==> src/rtl/mem_port_arbiter.sv <==
// Shares one memory request/response channel between instruction fetch and data access.
// Data has priority over fetch, with a starvation guard; an in-order tracker routes each response back to its requester.
module mem_port_arbiter #(
  parameter int unsigned MAX_OUTSTANDING = 4,
  parameter int unsigned STARVE_LIMIT    = 8
) (
  input  logic        clk,
  input  logic        rst,
  input  logic        inst_addr_valid,
  output logic        inst_addr_ready,
  input  logic [31:0] inst_addr,
  output logic        inst_line_valid,
  input  logic        inst_line_ready,
  output logic [31:0] inst_line,
  input  logic        inst_flush,
  input  logic        data_req_valid,
  output logic        data_req_ready,
  input  logic [31:0] data_req_addr,
  input  logic        data_req_we,
  input  logic [3:0]  data_req_be,
  input  logic [31:0] data_req_wdata,
  output logic        data_resp_valid,
  input  logic        data_resp_ready,
  output logic [31:0] data_resp_rdata,
  output logic        mem_req_valid,
  input  logic        mem_req_ready,
  output logic [31:0] mem_req_addr,
  output logic        mem_req_we,
  output logic [3:0]  mem_req_be,
  output logic [31:0] mem_req_wdata,
  input  logic        mem_resp_valid,
  output logic        mem_resp_ready,
  input  logic [31:0] mem_resp_rdata
);

  localparam int unsigned  PW      = $clog2(MAX_OUTSTANDING);
  localparam int unsigned  CW      = PW + 1;
  localparam logic [PW-1:0] PTR_ONE = PW'(1);
  localparam logic [CW-1:0] DEPTH   = CW'(MAX_OUTSTANDING);
  localparam logic [3:0]    LIMIT   = 4'(STARVE_LIMIT);

  typedef enum logic [1:0] {FREE, HOLD_I, HOLD_D} state_e;

  state_e                     state_q, state_d;
  logic                       active_q;
  logic [3:0]                 starve_q, starve_d;
  logic [PW-1:0]              wr_ptr_q, wr_ptr_d, rd_ptr_q, rd_ptr_d;
  logic [CW-1:0]              count_q, count_d;
  logic [MAX_OUTSTANDING-1:0] src_q, src_d, stale_q, stale_d;

  logic full, empty, grant_i, grant_d, req_valid, push, pop, resp_ready;
  logic head_src, head_stale;

  assign full       = (count_q == DEPTH);
  assign empty      = (count_q == '0);
  assign head_src   = src_q[rd_ptr_q];
  assign head_stale = stale_q[rd_ptr_q];

  always_comb begin
    grant_i = 1'b0;
    grant_d = 1'b0;
    case (state_q)
      HOLD_I:  grant_i = 1'b1;
      HOLD_D:  grant_d = 1'b1;
      default: begin
        if (data_req_valid && !(inst_addr_valid && starve_q == LIMIT)) grant_d = 1'b1;
        else if (inst_addr_valid)                                        grant_i = 1'b1;
      end
    endcase
  end

  assign req_valid = active_q & ~full &
                     ((grant_i & inst_addr_valid) | (grant_d & data_req_valid));
  assign push      = req_valid & mem_req_ready;

  always_comb begin
    state_d = state_q;
    case (state_q)
      FREE: begin
        if (req_valid && !mem_req_ready) state_d = grant_d ? HOLD_D : HOLD_I;
      end
      default: begin
        if (push) state_d = FREE;
      end
    endcase
  end

  assign mem_req_valid   = req_valid;
  assign inst_addr_ready = active_q & grant_i & mem_req_ready & ~full;
  assign data_req_ready  = active_q & grant_d & mem_req_ready & ~full;

  always_comb begin
    mem_req_addr  = '0;
    mem_req_we    = 1'b0;
    mem_req_be    = '0;
    mem_req_wdata = '0;
    if (active_q && grant_d) begin
      mem_req_addr  = data_req_addr;
      mem_req_we    = data_req_we;
      mem_req_be    = data_req_be;
      mem_req_wdata = data_req_wdata;
    end else if (active_q && grant_i) begin
      mem_req_addr  = inst_addr;
      mem_req_be    = '1;
    end
  end

  // Stale inst beats are drained silently; a flush in the same cycle also drops a live head beat.
  always_comb begin
    inst_line_valid = 1'b0;
    data_resp_valid = 1'b0;
    resp_ready      = 1'b0;
    if (active_q && !empty) begin
      if (head_src) begin
        data_resp_valid = mem_resp_valid;
        resp_ready      = data_resp_ready;
      end else if (head_stale) begin
        resp_ready      = 1'b1;
      end else begin
        inst_line_valid = mem_resp_valid & ~inst_flush;
        resp_ready      = inst_line_ready | inst_flush;
      end
    end
  end

  assign mem_resp_ready  = resp_ready;
  assign pop             = mem_resp_valid & resp_ready;
  assign inst_line       = active_q ? mem_resp_rdata : '0;
  assign data_resp_rdata = active_q ? mem_resp_rdata : '0;

  always_comb begin
    starve_d = starve_q;
    if (!inst_addr_valid || (push && grant_i)) starve_d = '0;
    else if (push && grant_d && starve_q != LIMIT) starve_d = starve_q + 4'd1;
  end

  always_comb begin
    src_d    = src_q;
    stale_d  = stale_q;
    wr_ptr_d = wr_ptr_q;
    rd_ptr_d = rd_ptr_q;
    if (inst_flush) stale_d = stale_q | ~src_q;
    if (push) begin
      src_d[wr_ptr_q]   = grant_d;
      stale_d[wr_ptr_q] = grant_i & inst_flush;
      wr_ptr_d          = wr_ptr_q + PTR_ONE;
    end
    if (pop) rd_ptr_d = rd_ptr_q + PTR_ONE;
    count_d = count_q + CW'(push) - CW'(pop);
  end

  always_ff @(posedge clk or negedge rst) begin
    if (!rst) begin
      state_q  <= FREE;
      active_q <= 1'b0;
      starve_q <= '0;
      wr_ptr_q <= '0;
      rd_ptr_q <= '0;
      count_q  <= '0;
      src_q    <= '0;
      stale_q  <= '0;
    end else begin
      state_q  <= state_d;
      active_q <= 1'b1;
      starve_q <= starve_d;
      wr_ptr_q <= wr_ptr_d;
      rd_ptr_q <= rd_ptr_d;
      count_q  <= count_d;
      src_q    <= src_d;
      stale_q  <= stale_d;
    end
  end

endmodule

==> config.mk <==
export PLATFORM = sky130hd
export DESIGN_NAME = mem_port_arbiter
export DESIGN_NICKNAME = d
export VERILOG_FILES = /design/src/rtl/mem_port_arbiter.sv
export SDC_FILE = /design/constraint.sdc
export NUM_CORES = 1
export LEC_CHECK = 0
export CAP_MARGIN = 30
export CORE_AREA = 2 2 110 112
export DETAILED_ROUTE_END_ITERATION = 16
export DIE_AREA = 0 0 112 114
export PLACE_DENSITY = 0.67
export SYNTH_ARGS = -nofsm -noshare
export SYNTH_HDL_FRONTEND = slang
export SYNTH_SLANG_ARGS = --single-unit
export TNS_END_PERCENT = 20
==> constraint.sdc <==
create_clock -name clk -period 2.7 [get_ports clk]
set_input_delay 0.54 -clock clk [delete_from_list [all_inputs] [get_ports clk]]
set_output_delay 0.54 -clock clk [all_outputs]
set_load 0.02 [all_outputs]
==> impl_results.md <==
* Hold_ws at 0.517 ns
* Vias in the first global route at 3,152
* Routability cong. at 0.919
* Antenna viol nets, final at 0
* Post-Syn Instances at 306
* Clock transition at path regs at 0.06 ns
* Die X at 112 um
* CP Capture Type: output port
* Final Core Density at 47.0%
* Chip Height at 114 um
* Initial Utilization at 22.0%
* GR Util All Layers at 18.5%
* Multi-input gate area in the final layout at 1610 um^2
* Ranking of synthesized cells by area: dfrtp_1 21%, a22o_1 11%, buf_4 11%
* Initial DRC Count at 183
* Top-area cell type share of the netlist area at 21.4%
* Nets at 726
* Min Tclk post-route at 2.64 ns
* Hold Crit Class: flop to flop
* Worst reg-to-reg path cell count at 10
* Worst r2r src: count_q[1]
* EDFF count, synth at 0
* Crit-path slowest cell: dfrtp_1
* Maxcap violations at 0
* Power share of the sequential group at 13.6%
* XOR/XNOR Fraction of Synth Area at 1.70%
* Post-synthesis mux area share at 5.74%
* Via count at 3,259
* Post-synth top area cell: dfrtp_1
* Post-synthesis async set-or-reset flop share at 100%
* Final Total Pwr at 3.95 mW
* DR WL/cell at 17.9 um
* Psw at 1.76 mW
* Sink Count at 22
* Syn_area_per_cell at 8.41 um^2
* Gate power share at 75.7%
* Port Buffers at 280
* Full die area at 12,800 um^2
* Outcome: finished clean
* Initial antenna violation count at 1
* Peak supply drop at 0.000494 V
* Largest family of logic cells by synthesized area: simple AND/OR/NAND/NOR gates
* Commonest cells after routing, fill and taps aside: 203 x clkdlybuf4s50_1, 63 x buf_4, 35 x and2_1
* Max Clk Rate at 0.379 GHz
* Dominant synthesized flop cell: dfrtp_1
* Required time of the critical path at 2.16 ns
* Sequential share of the synthesized area at 21.4%
* Final setup viols at 0
* Arrival @ worst endpoint at 2.10 ns
* HPWL Detailed at 10,600 um
* Largest net degree at the start of global routing at 51
* PwrDens at 718 nW/um^2
* First-pass GRT wire length at 18,800 um
* Compound-Gate Fraction of Synth Area at 20.5%
* Post-synth cell types at 48
* Placed inst area at 5460 um^2
* Synth Area in Simple Gates at 27.2%
* Slowest stage delay, CP at 0.39 ns
* Ys Warns at 0
* Reg2reg end: count_q[2]
* Clk_skew at 0.00279 ns
* CTS Root Cell: clkbuf_16
* Critical path class: flop to output port
* H-Tree Depth at 1
* CTS buffer count at 3
* Setup TNS at 0 ns
* Clk pwr share at 10.7%
* Clk buf depth at 2
* Core Area at 11,700 um^2
* Commonest non-fill, non-tap cell in the layout: clkdlybuf4s50_1
* RSZ-0062 raised after global routing: true
* DR pass1 iterations at 4
* Hold Vio Cnt, Final at 0
* Hold Path End: src_q[2]
* Final period util at 97.8%
* Fillers at 1,141
* CTS hold repair buffers at 0
* Vias per cell at 4.53
* Layout area overhead at 114%
* Max-slew headroom at 67.4%
* Reg area at 552 um^2
* Worst path cell trace: inv_2 -> ha_4 -> nand2b_4 -> o21ai_4 -> and2_4 -> bufbuf_16 -> a22o_1 -> buf_6
* Max Fanout on Critical Path at 18
* CTS tree: built
* Syn Nets at 460
* Int Power at 2.20 mW
* Netlist area before placement at 2570 um^2
* Pins Over Slew Limit at 0
* Number of synthesized register bits at 22
* Share of cells above drive strength 1 at 20.7%
* Crit path launch type: flop
* Adder-cell share of the synthesized area at 6.13%
* Switching share of power at 44.4%
* Clk_lat worst skew at 0.26 ns
* Hold_sp: src_q[2]
* WL final at 12,900 um
* Leakage at 2.60 nW
* GRT overflow at 0
* FP Rows at 40
* Hold Path Depth at 1
* Worst-Margin Slew at 0.482 ns
* R2R setup slack at 0.23 ns
* DRC viols at 0
* IO Pins at 281
* Post-Layout Inst Area at 5500 um^2
==> layout make-up <==
type	instances	area share [%]
timing repair buffer	315	54.0
clock buffer	3	1.36
inverter	20	1.36
multi-input combinational	210	29.3
tap	147	3.34
sequential	22	10.0
antenna	1	0.0455
clock inverter	1	0.546
==> registers in the layout (all words and copies together) (netlist names) <==
name      count
stale_q       4
active_q      1
state_q       2
count_q       3
starve_q      4
rd_ptr_q      2
src_q         4
wr_ptr_q      2
==> worst max path at each step <==
| stage | to | cells past startpoint | slack, ns | start |
|---|---|---|---|---|
| floorplan | mem_req_addr[10] | 8 | 0.26 | state_q[0] |
| global placement | mem_req_addr[28] | 7 | -0.46 | data_req_valid |
| detailed placement | mem_req_addr[28] | 7 | -0.49 | data_req_valid |
| CTS | mem_req_valid | 6 | -0.02 | inst_addr_valid |
| global route | mem_req_addr[19] | 8 | -0.05 | state_q[0] |
| finish | mem_req_addr[19] | 8 | 0.06 | state_q[0] |
==> routing by layer <==
layer | global-route usage, % | part of all wire, % | vias up
li1 | - | - | 1586
met1 | 24.9 | 43 | 1513
met2 | 31.2 | 49 | 140
met3 | 3.77 | 6.8 | 18
met4 | 3.01 | 1.5 | 2
met5 | 0 | 0.093 | -
==> cells by family (layout without fill, tap and decap cells) <==
group | count (synthesis) | after routing
AO/OA/AOI/OAI | 67 | 67
multiplexers | 13 | 13
XOR/XNOR | 5 | 5
buffers and inverters | 74 | 339
adder cells (fa/ha/maj) | 12 | 12
other | 1 | 2
flip-flops | 22 | 22
AND/OR/NAND/NOR | 112 | 112
==> power groups by stage <==
stage	Clock (mW)	Combinational [mW]	Sequential, mW
3_3_place_gp	0	2.94	0.535
6_report	0.422	2.99	0.539
5_1_grt	0.441	3.21	0.554
2_1_floorplan	0	1.65	0.528
3_5_place_dp	0	2.99	0.541
4_1_cts	0.431	2.88	0.536
==> through the flow <==
stage,instances,worst slack (ns)
after floorplan,306,0.257
after global placement,711,-0.464
after detailed placement,711,-0.490
after CTS,718,-0.0235
after global routing,718,-0.0539
final,719,0.0595
==> critical path: cells and delay by family (launching register included) <==
family	cells	cell delay (ns)
buf+inv	3	0.50
flops	1	0.39
compound gates	2	0.39
simple gates	2	0.35
fa+ha+maj	1	0.22
==> cells in the mapped netlist, types with 2 or more instances <==
cell and n:
a22o_1 33, buf_6 3, a22oi_1 2, ha_1 11, nand3_1 5, clkbuf_1 9, buf_2 5, buf_4 36
nand2b_1 3, dfrtp_1 22, nand3b_1 2, nor2_1 6, inv_1 20, mux2_1 4, a21o_1 5, o21ai_1 4
and3_1 34, nor3_1 2, nand2_1 8, mux2i_1 8, o31ai_1 4, nand3_2 4, xnor2_1 4, a21oi_1 9
and2_1 36, nand4_1 4, a211oi_1 2
==> repair_timing <==
item | 4_1_cts | 5_1_grt
gates cloned | 1 | 0
gates resized for setup | 248 | 49
buffers inserted | 2 | 0
setup endpoints to repair | 73 | 69
pin swaps | 3 | 3
No activity file was read; power rests on OpenSTA's default activity.
==> RTL change 1 (same flow settings) <==
The parameter `MAX_OUTSTANDING` goes from 4 to 8.
--- a/src/rtl/mem_port_arbiter.sv
+++ b/src/rtl/mem_port_arbiter.sv
@@ -1,7 +1,7 @@
 // Shares one memory request/response channel between instruction fetch and data access.
 // Data has priority over fetch, with a starvation guard; an in-order tracker routes each response back to its requester.
 module mem_port_arbiter #(
-  parameter int unsigned MAX_OUTSTANDING = 4,
+  parameter int unsigned MAX_OUTSTANDING = 8,
   parameter int unsigned STARVE_LIMIT    = 8
 ) (
   input  logic        clk,
Behaviour: not the same (a bounded check fails within 10 cycles, from zero or initial values and one cycle with rst low).
==> RTL change 1 against the unedited design <==
Worst setup slack got worse by 55 ps; clock power rose by 27%; design area up 9.6%; sequential cell count is 11 higher; clock skew up 6.0 ps; global-route usage grew 3.0 points; wire length increased by 16%; synthesized cell count is 12% higher; fmax decreased by 2.0%; sequential share of layout area increased by 3.7 points; critical path type unchanged; critical path depth down 3; area after synthesis increased by 22%; non-clock buffer count is 5 higher; power rose by 22%.
==> RTL change 1: results <==
finish:
  clk_share_pct: 2.30
  finish.net_count: 769
  nFillCells: 1136
  multi_input_gates: 230
  reg.largest.list: "src_q (8), stale_q (8)"
  layout.nonclk_buf_share_pct: 47.6
  num-nonclk-buffers: 320
  inv_count: 23
route:
  wl_per_cell_microns: 19.5
  met2_length_microns: 6460
  num_vias: 3671
setup_path:
  rrSetupSlack_ps: 40
  reg2regPathDepth: 9
  r2r_start: "rd_ptr_q[0]"
  critPathMaxFanout: 5
place:
  routabilityCongestion: 0.851
  placed_area_sq_um: 6050
  hpwl_microns: 12100
clock_network:
  numCtsBuffers: 5
  post_cts_buffers: 1
  clock_sinks: 33
grt:
  met3_usage_pct: 9.94
  track_usage_pct: 21.4
  antenna_found_initial: 11
hold_path:
  hold_start: "src_q[1]"
pwr:
  p_clk_uw: 536
sta:
  skew_ps: 8.75
  maxSlewHeadroom_pct: 61.2
logic_synthesis:
  synth.yosys.seq_area_share_pct: 26.3
  synth_commonest_cells: "35 x and2_1, 34 x and3_1, 33 x buf_4, 33 x dfrtp_1, 32 x a22o_1"
  muxShareOfSynthArea_pct: 10.4
outcome:
  outcome: "finished, final reports clean"
==> RTL change 1: cell count changes in the layout (fill, tap and decap cells not counted), moves of 10 or more <==
cell,change
dfrtp_1,+10
mux2_2,+11
buf_4,-25
clkbuf_2,+10
buf_2,+32
==> RTL change 1: through the flow <==
| stage | utilization [%] | worst slack (ps) | power [mW] | instances | hold slack [ps] |
|---|---|---|---|---|---|
| after floorplan | - | 8.06 | 2.77 | 344 | 244 |
| after global placement | 51.7 | -395 | 4.24 | 747 | 493 |
| after detailed placement | 51.7 | -421 | 4.31 | 747 | 512 |
| after CTS | 53.0 | -131 | 4.81 | 757 | 518 |
| after global routing | 51.5 | -48.2 | 5.11 | 762 | 541 |
| final | 51.5 | 5.00 | 4.82 | 765 | 524 |
==> RTL change 1: worst reg2reg max path, cell delays in order (launching register included) <==
cell and delay [ps]:
dfrtp_2 460, mux2_4 330, a222oi_1 450, and3_4 280
nor3_4 50, ha_1 260, inv_1 40, ha_2 170
fa_2 340, xor2_1 160
==> RTL change 2 (same settings) <==
Made on the original files. The 3 states of `state_e` get a one-hot encoding in 3 bits.
--- a/src/rtl/mem_port_arbiter.sv
+++ b/src/rtl/mem_port_arbiter.sv
@@ -39,7 +39,7 @@
   localparam logic [CW-1:0] DEPTH   = CW'(MAX_OUTSTANDING);
   localparam logic [3:0]    LIMIT   = 4'(STARVE_LIMIT);
 
-  typedef enum logic [1:0] {FREE, HOLD_I, HOLD_D} state_e;
+  typedef enum logic [2:0] {FREE = 3'b001, HOLD_I = 3'b010, HOLD_D = 3'b100} state_e;
 
   state_e                     state_q, state_d;
   logic                       active_q;
Formal check against the unedited RTL: same outputs for any inputs over 4 cycles, from zero or initial values and one cycle with rst low; so few cycles prove little.
==> RTL change 2 against the unedited design <==
The flow now finishes with violations (negative setup slack); fmax is 3.4% lower; critical path depth up 2; sequential cell count grew 1; power shrank 28%; area after synthesis shrank 6.1%; worst setup slack worse by 93 ps; clock skew decreased by 0.57 ps; sequential share of layout area increased by 1.1 points; register-to-register slack got worse by 260 ps; core utilization is 2.8 points lower; design area is 5.9% lower; wire length fell by 16%; largest cell class unchanged; largest power group unchanged; highest routed layer is now met4.
==> RTL change 2: results <==
logic_synthesis:
  synth_nets: 440
  synth-compound-area-share_pct: 18.2
  postSynthAreaPerCell_sq_um: 8.36
  synth_commonest_cells: "36 x and3_1, 36 x buf_4, 34 x and2_1"
  synth.yosys.seq_area_share_pct: 23.9
  netlist_top_cells_area: "dfrtp_1 23%, a22o_1 12%, buf_4 11%"
  muxShareOfSynthArea_pct: 6.11
  synthAdderAreaFrac_pct: 4.97
sta:
  skew_ps: 2.22
  setup_violations: 1
  fin_ws_ps: -33.3
place:
  dp.cells: 691
  routabilityCongestion: 0.874
  placed_area_sq_um: 5300
  hpwl_microns: 8690
  place_ws_ps: -478
route:
  met3_length_microns: 1040
  viasPerCell: 4.53
  drt-met1-wl_microns: 3900
  first_iter_violations: 163
  route.top_layer_used: "met4"
  met2_length_microns: 5730
  wl_microns: 10800
setup_path:
  critical_path.top_delay_family: "adder cells"
  r2r_start: "rd_ptr_q[0]"
  worstPathArrival_ps: 2880
  critPathMaxFanout: 3
pwr:
  ir_drop_v: 0.000252
  fin_total_pwr_mw: 2.85
  p_leak_nw: 2.46
finish:
  nFillCells: 1145
  area_growth_pct: 115
  antenna_cells: 0
  finalNonFillerCells: 702
clock_network:
  post_cts_resized: 190
outcome:
  outcome: "complete, but fails checks"
  violations: "negative setup slack"
hold_path:
  hold_start: "src_q[0]"
## RTL change 2: cell count changes after synthesis, moves of 4 or more
cell	before	now
a21oi_1	9	5
a31oi_1	0	4
inv_1	20	15
mux2_1	4	0
mux2_2	0	4
mux2i_1	8	4
nand2_1	8	15
nand3_2	4	0
nor4b_1	0	4
o21ai_1	4	0
## RTL change 2: routing by layer
| metal | GRT usage, % | vias up |
|---|---|---|
| met5 | 0 | - |
| met1 | 15.9 | 1466 |
| met3 | 3.45 | 8 |
| met2 | 31.1 | 193 |
| met4 | 3.09 | 0 |
| li1 | - | 1516 |
## RTL change 2: layout make-up
type                    count  share of cell area, %
clock buffers               3                   1.45
clock inverters             1                  0.145
inverters                  15                   1.09
multi-input cells         196                   28.1
flip-flops and latches     23                   11.2
well taps                 147                   3.55
repair buffers            317                   54.6
## RTL change 2: where the power goes
group	total [mW]	switching (mW)	internal (mW)	leakage, nW
clock network	0.334	0.133	0.201	0.0371
logic	1.93	0.921	1.01	2.16
registers	0.592	0.112	0.480	0.271
